## config.mk

```make
export PLATFORM = sky130hd
export DESIGN_NAME = div32_seq
export DESIGN_NICKNAME = d
export VERILOG_FILES = /design/src/rtl/riscv_pkg.sv /design/src/rtl/adder32.sv /design/src/rtl/div32_seq.sv
export SDC_FILE = /design/constraint.sdc
export NUM_CORES = 1
export LEC_CHECK = 0
export CAP_MARGIN = 0
export CORE_MARGIN = 2
export CORE_UTILIZATION = 44
export DETAILED_ROUTE_END_ITERATION = 8
export PLACE_DENSITY = 0.74
export SLEW_MARGIN = 10
export SYNTH_ARGS = -nofsm -noshare
export SYNTH_HDL_FRONTEND = slang
export SYNTH_HIERARCHICAL = 1
export SYNTH_SLANG_ARGS = --single-unit
```

## constraint.sdc

```tcl
create_clock -name clk -period 4.73 [get_ports clk]
set_input_delay 0.946 -clock clk [delete_from_list [all_inputs] [get_ports clk]]
set_output_delay 0.946 -clock clk [all_outputs]
set_load 0.02 [all_outputs]
```

## src/rtl/riscv_pkg.sv

```systemverilog
// Shared definitions for the execute-stage units: operand width, M-extension
// divide op encodings and the divider state type.
package riscv_pkg;

  localparam int XLEN = 32;
  localparam int ITER = XLEN;

  localparam logic [1:0] DIV_OP  = 2'b00;
  localparam logic [1:0] DIVU_OP = 2'b01;
  localparam logic [1:0] REM_OP  = 2'b10;
  localparam logic [1:0] REMU_OP = 2'b11;

  typedef enum logic [1:0] {
    IDLE,
    CALC,
    FIX,
    DONE
  } div_state_t;

endpackage

```

## src/rtl/adder32.sv

```systemverilog
// Plain 32-bit ripple adder with carry in/out; the divider uses it as a
// subtractor by feeding the inverted subtrahend and carryin=1.
module adder32 (
  input  logic [31:0] x,
  input  logic [31:0] y,
  input  logic        carryin,
  output logic [31:0] sum,
  output logic        carryout
);

  assign {carryout, sum} = {1'b0, x} + {1'b0, y} + {32'b0, carryin};

endmodule

```

## src/rtl/div32_seq.sv

```systemverilog
// Restoring one-bit-per-cycle divider for RV32M DIV/DIVU/REM/REMU. Signed
// ops divide magnitudes and fix the signs in a single FIX cycle at the end.
module div32_seq
  import riscv_pkg::*;
(
  input  logic            clk,
  input  logic            reset,
  input  logic            start,
  input  logic [1:0]      op,
  input  logic [XLEN-1:0] dividend,
  input  logic [XLEN-1:0] divisor,
  output logic            busy,
  output logic            done,
  output logic [XLEN-1:0] result
);

  div_state_t state, state_next;

  logic            sel_rem;
  logic            neg_q;
  logic            neg_r;
  logic [XLEN-1:0] divisor_abs;
  logic [XLEN-1:0] rem;
  logic [XLEN-1:0] quo;
  logic [XLEN-1:0] result_q;
  logic [4:0]      count;

  logic            signed_op;
  logic [XLEN-1:0] dividend_abs;
  logic [XLEN-1:0] divisor_in_abs;
  logic            div_zero;
  logic            overflow;
  logic [XLEN-1:0] rem_shift;
  logic [XLEN-1:0] trial_diff;
  logic            trial_carry;
  logic [XLEN-1:0] quo_fix;
  logic [XLEN-1:0] rem_fix;

  assign signed_op      = ~op[0];
  assign dividend_abs   = (signed_op && dividend[XLEN-1]) ? (~dividend + 32'd1) : dividend;
  assign divisor_in_abs = (signed_op && divisor[XLEN-1])  ? (~divisor + 32'd1)  : divisor;
  assign div_zero       = (divisor == 32'd0);
  assign overflow       = signed_op && (dividend == 32'h8000_0000) && (divisor == 32'hFFFF_FFFF);

  // The dividend magnitude lives in quo and shifts into rem one bit per cycle.
  assign rem_shift = {rem[XLEN-2:0], quo[XLEN-1]};

  adder32 u_trial_sub (
    .x        (rem_shift),
    .y        (~divisor_abs),
    .carryin  (1'b1),
    .sum      (trial_diff),
    .carryout (trial_carry)
  );

  assign quo_fix = neg_q ? (~quo + 32'd1) : quo;
  assign rem_fix = neg_r ? (~rem + 32'd1) : rem;

  always_ff @(posedge clk) begin
    if (reset) state <= IDLE;
    else       state <= state_next;
  end

  always_comb begin
    state_next = state;
    case (state)
      IDLE: if (start) state_next = (div_zero || overflow) ? DONE : CALC;
      CALC: if (count == 5'd0) state_next = FIX;
      FIX:  state_next = DONE;
      DONE: state_next = IDLE;
      default: state_next = IDLE;
    endcase
  end

  // Special cases load result directly on the accepting edge and skip CALC.
  always_ff @(posedge clk) begin
    if (reset) begin
      sel_rem     <= 1'b0;
      neg_q       <= 1'b0;
      neg_r       <= 1'b0;
      divisor_abs <= '0;
      rem         <= '0;
      quo         <= '0;
      count       <= '0;
      result_q    <= '0;
    end else begin
      case (state)
        IDLE: begin
          if (start) begin
            sel_rem     <= op[1];
            neg_q       <= signed_op && (dividend[XLEN-1] ^ divisor[XLEN-1]);
            neg_r       <= signed_op && dividend[XLEN-1];
            divisor_abs <= divisor_in_abs;
            rem         <= '0;
            quo         <= dividend_abs;
            count       <= 5'(ITER - 1);
            if (div_zero)
              result_q <= op[1] ? dividend : 32'hFFFF_FFFF;
            else if (overflow)
              result_q <= op[1] ? 32'd0 : 32'h8000_0000;
          end
        end
        CALC: begin
          if (trial_carry) begin
            rem <= trial_diff;
            quo <= {quo[XLEN-2:0], 1'b1};
          end else begin
            rem <= rem_shift;
            quo <= {quo[XLEN-2:0], 1'b0};
          end
          count <= count - 5'd1;
        end
        FIX: result_q <= sel_rem ? rem_fix : quo_fix;
        default: ;
      endcase
    end
  end

  assign busy   = (state == CALC) || (state == FIX);
  assign done   = (state == DONE);
  assign result = result_q;

endmodule

```

Word-level counts from Yosys, hierarchy flattened
Index checks and enable logic that the tools add are counted.
{"block": "totals", "regBits": 138, "word_cells": 70}
{"block": "classes", "add_sub_neg": 7, "bitwise": 7, "reduce_logical": 16, "n_mux": 23, "eq_ne": 8}
{"operator": "32-bit two-way mux", "n": 13}
{"operator": "32-bit one-hot mux with 2 select lines", "n": 3}
{"operator": "32-bit NOT", "n": 5}
{"operator": "32-bit by 1-bit adder with 32-bit output, second input constant", "n": 4}
{"operator": "32-bit == test, second input constant", "n": 2}
{"operator": "32-bit by 32-bit adder with 33-bit output", "n": 1}
{"operator": "33-bit by 1-bit adder with 33-bit output, second input constant", "n": 1}
{"operator": "32-bit logical NOT", "n": 1}
{"operator": "5-bit one-hot mux with 2 select lines", "n": 1}
{"operator": "2-bit one-hot mux with 4 select lines", "n": 1}
{"operator": "2-bit two-way mux", "n": 3}
{"operator": "2-bit AND reduction", "n": 3}
{"operator": "1-bit logical AND", "n": 5}
{"operator": "5-bit logical NOT", "n": 1}
{"operator": "5-bit two-way mux", "n": 1}
{"operator": "5-bit by 1-bit subtractor with 5-bit output, second input constant", "n": 1}
{"operator": "2-bit == test, second input constant", "n": 2}
{"operator": "2-bit != test, second input constant", "n": 2}
{"operator": "2-bit nonzero test", "n": 2}
{"operator": "3-bit != test, second input constant", "n": 1}
{"operator": "3-bit AND reduction", "n": 1}
{"operator": "2-bit by 1-bit == test with 1-bit output, second input constant", "n": 1}
{"operator": "2-bit logical NOT", "n": 1}
{"operator": "1-bit logical OR", "n": 2}
{"operator": "other kinds (3)", "n": 3}

Depth between registers and ports, before layout
Gate-level depths: netlist of run 1.
{"block": "depth", "depth_word": 7, "ltp_mapped": 16, "ltp_nobuf": 14}

By module
Netlist of run 1, hierarchy kept.
{"module": "div32_seq", "area_per_inst_um2": 9288.9, "seq_area_each_um2": 2762.6, "cells_per_inst": 1201, "instances": 1}
{"module": "adder32", "area_per_inst_um2": 1854.3, "seq_area_each_um2": 0.0, "cells_per_inst": 259, "instances": 1}

Worst setup path before layout of run 1
OpenSTA, ideal clock, no wires.
{"block": "synth_path", "kind": "register to register", "startpoint": "reg divisor_abs[0]", "endpoint": "reg rem[10]", "t_arrival_ns": 3.360, "setup_slack_ns": 1.242, "required_ns": 4.602, "stages_incl_launch_ff": 17, "cell_sequence": "dfxtp_1 inv_1 fa_1 fa_1 a21oi_1 o32ai_1 o211ai_2 a21o_1 o21ai_2 a21o_1 a211o_1 clkbuf_1 clkbuf_1 mux2i_1 nor2_1 a21oi_1 nor2_1"}
{"block": "synth_via", "elab_chain_cells": 5}
{"item": "start, declared", "line_no": "div32_seq.sv:22", "source": "logic [XLEN-1:0] divisor_abs;"}
{"item": "start signal, assigned", "line_no": "div32_seq.sv:93", "source": "divisor_abs <= divisor_in_abs;"}
{"item": "32-bit NOT", "line_no": "div32_seq.sv:50", "source": ".y (~divisor_abs),"}
{"item": "32-bit by 32-bit adder with 33-bit output", "line_no": "adder32.sv:11", "source": "assign {carryout, sum} = {1'b0, x} + {1'b0, y} + {32'b0, carryin};"}
{"item": "33-bit by 1-bit adder with 33-bit output", "line_no": "adder32.sv:11"}
{"item": "net trial_carry", "line_no": "div32_seq.sv:35", "source": "logic trial_carry;"}
{"item": "32-bit two-way mux", "line_no": "div32_seq.sv:104", "source": "if (trial_carry) begin"}
{"item": "32-bit one-hot mux with 2 select lines", "line_no": "div32_seq.sv:87", "source": "case (state)"}
{"item": "end signal, assigned", "line_no": "div32_seq.sv:105", "source": "rem <= trial_diff;"}
{"item": "end signal, assigned", "line_no": "div32_seq.sv:108", "source": "rem <= rem_shift;"}
{"item": "end, declared", "line_no": "div32_seq.sv:23", "source": "logic [XLEN-1:0] rem;"}
The timed path passes the listed nets, and every way through them passes these cells.
A chain may end at the register's enable or synchronous reset.

Final worst setup path of run 1
{"block": "layout_path", "startpoint": "reg divisor_abs[0]", "endpoint": "reg rem[17]"}
Same word-level chain as after synthesis.

==> impl_metrics.yaml, run 1 <==
route:
  wirelength_um: 35980
  drt_iter0_markers: 1175
  dr.pass1.iters: 6
  vias: 11590
  post-route-drc-count: 0
  vias_per_cell: 6.218
  ant_nets: 0
  wire_per_inst_um: 19.30
grt:
  grtUsageTotal_pct: 26.86
  grt_max_degree: 66
  grt_pass1_vias: 10670
  overflow: 0
  busiest_layer: "met2"
  grt_use_met3_pct: 4.063
  grtUsageMet2_pct: 41.96
  antenna_found_initial: 0
  grt_pass1_wl_um: 57160
  met1_usage_pct: 37.32
power:
  pwr_density_cell_mw_per_mm2: 452.8
  p_leak_nw: 4.845
  total_power_mw: 5.908
  vdd_drop_max_mv: 0.3516
sta:
  setup_tns_ns: 0
  setup_violations: 0
  worst_slew_pin_slew_ns: 1.040
  fin_skew_ns: 0.01521
  drv_slew: 0
  maxSlewHeadroom_pct: 30.65
  fin_crit_sh_pct: 84.14
  whs_ns: 0.4599
  hold_viol_final: 0
  fin_crit_ns: 3.980
  fmax_mhz: 251.3
  rsz0062_at_grt: "false"
layout:
  utilization_pct: 52.12
  finalNetCount: 1634
  synthToLayoutAreaGrowth_pct: 17.10
  final_cell_count_no_fill: 1864
  drive_above_1_share_pct: 7.171
  mostFrequentLayoutCell: "nor2_1"
  final_cell_mix: "183 x nor2_1, 138 x dfxtp_1, 123 x a21oi_1, 103 x nand2_1, 101 x clkdlybuf4s50_1"
  antennaDiodeCount: 0
floorplan:
  ios: 103
  rows: 58
  start_util_pct: 44.51
  die_area_mm2: 0.02661
  dieHeight_um: 163.1
  die_w_um: 163.1
  coreArea_mm2: 0.02504
synthesis:
  synth_edf_count: 0
  avgSynthCellArea_um2: 7.632
  synth-seq-cells: 138
  ys.flop_type: "dfxtp_1"
  async_flop_share_pct: 0
  ys_types: 92
  ys_seq_area_share_pct: 24.79
  syn_nets: 1573
  syn_area_mm2: 0.01114
  synth_cells: 1460
  yosys_warnings: 6
setup_path:
  cp-end-kind: "flop"
  critical-path-top-delay-family: "compound AO/OA/AOI/OAI gates"
  max_stage_delay_ns: 0.52
  crit_path_start_kind: "flop"
  worstPathArrival_ns: 4.26
  critPathSlowestCell: "fa_1"
  critPathKind: "reg -> reg"
  worstPathMaxFanout: 30
  cp_cell_sequence: "inv_1 -> fa_1 -> fa_1 -> a21oi_1 -> o32ai_1 -> o211ai_2 -> a21o_1 -> o21ai_2 -> a21o_1 -> a211o_1 -> buf_4 -> mux2i_1 -> nor2_1 -> a21oi_1 -> nor2_1"
  worstPathRequired_ns: 5.01
  path_buf_inv: 2
clock_network:
  clock_path_buffers: 2
  clock_latency_ns: 0.43
  hold_buffers: 0
  cts-root-buf: "clkbuf_16"
  cts_tree: "yes"
  cts.clk_slew.worst_paths_ns: 0.06
  htree_num_levels: 4
  clock_sinks: 138
  post_cts_resized: 0
  numCtsBuffers: 17
  cts_setup_buffers: 0
place:
  io_buffers: 102
  gp_congestion: 0.9530
  place_inst: 1832
  dp_hpwl_um: 26410
run:
  maxCapViolCount: 0
outcome:
  outcome: "finished clean"
worst_hold_path:
  hp-class: "reg -> reg"
-- routing by layer --
metal  part of all wire (%)  vias up  routed length, µm
li1                       -     5508                  -
met1                     44     5430              15850
met2                     44      574              16000
met3                    8.5       78               3062
met4                    3.0        0               1069
met5                      0        -                  0
-- where the power goes --
group / internal [mW] / switching, mW
logic: 0.986 / 1.77
registers: 1.40 / 0.274
clock network: 0.895 / 0.585
-- worst paths after layout --
check | slack (ns) | endpoint | cells after the start | from
max | 0.75 | rem[17]$_SDFFE_PP0P_ | 15 | divisor_abs[0]$_SDFFE_PP0P_
min | 0.46 | divisor_abs[0]$_SDFFE_PP0P_ | 2 | divisor_abs[0]$_SDFFE_PP0P_
max reg2reg | 0.75 | rem[17]$_SDFFE_PP0P_ | 15 | divisor_abs[0]$_SDFFE_PP0P_
min reg2reg | 0.46 | divisor_abs[0]$_SDFFE_PP0P_ | 2 | divisor_abs[0]$_SDFFE_PP0P_
-- sequential cells by signal, indices dropped and copies added, names as in the netlist --
| name | cells |
|---|---|
| divisor_abs | 32 |
| quo | 32 |
| rem | 32 |
| result | 32 |
| count | 5 |
| state | 2 |
| neg_q | 1 |
| neg_r | 1 |
| sel_rem | 1 |
-- per-stage QoR --
stage / instance area [µm²] / worst slack, ns
after floorplan: 11140 / 1.242
final: 13050 / 0.7500
after global placement: 12410 / 0.6229
after CTS: 13050 / 0.8399
after global routing: 13050 / 0.5345
after detailed placement: 12410 / 0.5748
-- synth_stat cells (10+ instances only) --
master,n,area [µm²]
clkbuf_1,65,244.0
nand4_1,23,143.9
or3_1,26,162.7
a31oi_1,28,175.2
o41ai_1,22,192.7
nor3_1,32,160.2
a21oi_1,124,620.6
mux2i_1,36,360.4
xor2_1,71,621.9
xnor2_1,65,569.3
a32o_1,10,100.1
inv_1,72,270.3
a211oi_1,37,277.8
nand3_1,23,115.1
dfxtp_1,138,2763
a21o_1,12,90.09
o31ai_1,24,180.2
nor2_1,183,686.9
nor4_1,13,81.33
a41oi_1,11,96.34
ha_1,42,525.5
nand2_1,103,386.6
or4_1,18,135.1
o21ai_0,65,325.3
o211ai_1,19,142.6
-- final cells by class --
cell class | count | area [µm²]
Inverter | 75 | 281.5
Multi-Input combinational cell | 1157 | 7711
Clock buffer | 17 | 425.4
Tap cell | 330 | 412.9
Clock inverter | 15 | 211.5
Fill cell | 2432 | 11990
Timing Repair Buffer | 132 | 1244
Sequential cell | 138 | 2763
-- cells by family after synthesis --
logic type,count (synthesis),synth area share [%]
AO/OA/AOI/OAI,451,28.01
XOR/XNOR,136,10.69
adder cells (fa/ha/maj),44,5.075
buffers and inverters,165,6.175
flip-flops,138,24.79
multiplexers,36,3.234
other,1,0.03365
AND/OR/NAND/NOR,489,21.99
-- worst reg2reg max path, delay by kind of cell, from the launching register on --
family / cells / cell delay, ns
and+or+nand+nor: 2 / 0.12
muxes: 1 / 0.24
DFF: 1 / 0.33
AOI/OAI and AO/OA: 8 / 1.76
adders and majority gates: 2 / 0.95
buffers and inverters: 2 / 0.42
Note: power is estimated with default switching activity, not from simulation.
==> run 2: changes to the inputs <==
PLACE_DENSITY = 0.76   (was 0.74)
clock period = 3.6 ns   (was 4.73 ns; I/O delays follow)
==> run 2 against run 1 <==
Sequential power increased by 32%. Non-clock buffer count increased by 36. Power increased by 34%. Cell count increased by 1.9%. Highest routed layer unchanged. Critical path depth decreased by 8. Count of clock-buffer cells in the layout increased by 1. Hold slack improved by 0.019 ns. Worst setup slack got worse by 0.50 ns. First-iteration DRC count increased by 1.8%. Sequential share of layout area decreased by 0.51 points. Final area increased by 2.5%. Utilization increased by 1.3 points.
==> impl_metrics.yaml, run 2 (synthesized netlist as in run 1, its figures left out) <==
grt:
  overflow: 0
  grt_pass1_wl_um: 57880
  grt_pass1_vias: 10820
  grtUsageTotal_pct: 27.31
  antenna_found_initial: 0
  grt_max_degree: 68
layout:
  finalNetCount: 1670
  final_cell_mix: "183 x nor2_1, 138 x dfxtp_1, 122 x a21oi_1, 103 x nand2_1, 101 x clkdlybuf4s50_1"
  regArea_mm2: 0.002763
  synthToLayoutAreaGrowth_pct: 20.02
  drive_above_1_share_pct: 9.427
  multi_input_area_mm2: 0.007717
  final_cell_count_no_fill: 1900
  antennaDiodeCount: 0
  utilization_pct: 53.42
  mostFrequentLayoutCell: "nor2_1"
  fillers: 2397
sta:
  layout_setup_ws_ns: 0.2517
  fmax_mhz: 298.7
  drv_slew: 0
  setup_violations: 0
  fin_crit_sh_pct: 93.01
  whs_ns: 0.4791
  fin_skew_ns: 0.01029
  maxSlewHeadroom_pct: 31.50
  worst_slew_pin_slew_ns: 1.027
  hold_viol_final: 0
  fin_crit_ns: 3.348
  rsz0062_at_grt: "false"
clock_network:
  numCtsBuffers: 17
  clock_path_buffers: 2
  htree_num_levels: 4
  clock_sinks: 138
  cts_tree: "yes"
  cts_setup_buffers: 0
  cts.clk_slew.worst_paths_ns: 0.07
  clock_latency_ns: 0.43
  cts-root-buf: "clkbuf_16"
floorplan:
  coreArea_mm2: 0.02504
  start_util_pct: 44.51
  die_area_mm2: 0.02661
  dieHeight_um: 163.1
  ios: 103
  rows: 58
  die_w_um: 163.1
outcome:
  outcome: "finished clean"
place:
  place_inst: 1868
  io_buffers: 102
  dp_hpwl_um: 27320
  preCtsSetupSlack_ns: -0.05863
  gp_congestion: 0.9885
route:
  wire_per_inst_um: 19.41
  vias: 11870
  wirelength_um: 36870
  vias_per_cell: 6.248
  drt_iter0_markers: 1196
  ant_nets: 0
  post-route-drc-count: 0
  dr.pass1.iters: 7
setup_path:
  critical-path-top-delay-family: "simple AND/OR/NAND/NOR gates"
  critPathSlowestCell: "or4_1"
  worstPathArrival_ns: 3.72
  cp_cell_sequence: "clkdlybuf4s50_1 -> or4_1 -> nor4_1 -> and4_1 -> a21oi_2 -> a2111oi_0 -> a311o_1"
  max_stage_delay_ns: 0.73
  worstPathRequired_ns: 3.97
  critPathKind: "in -> reg"
  crit_path_start_kind: "primary input"
  path_buf_inv: 1
  cp-end-kind: "flop"
  worstPathMaxFanout: 11
power:
  vdd_drop_max_mv: 0.5149
  p_leak_nw: 5.041
  pwr_density_cell_mw_per_mm2: 593.5
run:
  maxCapViolCount: 0
worst_hold_path:
  hp-class: "reg -> reg"
-- run 2: repair_timing --
item	CTS	global route
endpoints found under the setup margin	0	21
hold buffers	0	0
gates resized for setup	0	2
-- run 2: cell type report --
cell class	instances	area share, %
clock buffer	18	3.284
inverter	75	2.105
tap	330	3.087
clock inverter	14	1.562
timing repair buffer	168	11.60
sequential	138	20.66
multi-input combinational	1157	57.70
-- run 2: per-stage QoR --
stage | cell area, µm² | setup TNS (ns) | total power, mW
after global placement | 12720 | -0.02886 | 5.762
final | 13370 | 0 | 7.937
after global routing | 13370 | 0 | 8.341
after CTS | 13370 | 0 | 7.840
after detailed placement | 12720 | -0.08307 | 5.828
after floorplan | 11140 | 0 | 4.661
-- run 2: where the power goes --
group / internal [mW] / switching [mW] / total, mW
Sequential: 1.84 / 0.377 / 2.22
Clock: 1.20 / 0.792 / 1.99
Combinational: 1.37 / 2.35 / 3.72
-- run 2: path summary, 6_finish.rpt --
kind / to / cells past startpoint / slack, ns / from
worst max-delay path: result[9]$_SDFFE_PP0P_ / 7 / 0.25 / dividend[24]
worst min-delay path: divisor_abs[12]$_SDFFE_PP0P_ / 2 / 0.48 / divisor_abs[12]$_SDFFE_PP0P_
worst max register to register: rem[17]$_SDFFE_PP0P_ / 15 / 0.30 / divisor_abs[0]$_SDFFE_PP0P_
worst min register to register: divisor_abs[12]$_SDFFE_PP0P_ / 2 / 0.48 / divisor_abs[12]$_SDFFE_PP0P_
-- run 2: routing by layer --
layer	part of all wire (%)	GRT usage (%)
met1	43	37.43
met2	45	42.23
met3	9.2	5.003
met4	3.7	11.06
met5	0	0
-- run 2: tightest hold or removal path, cell delays in order, from the launching register on --
cell	delay (ns)
dfxtp_1	0.30
inv_1	0.07
a211oi_1	0.06
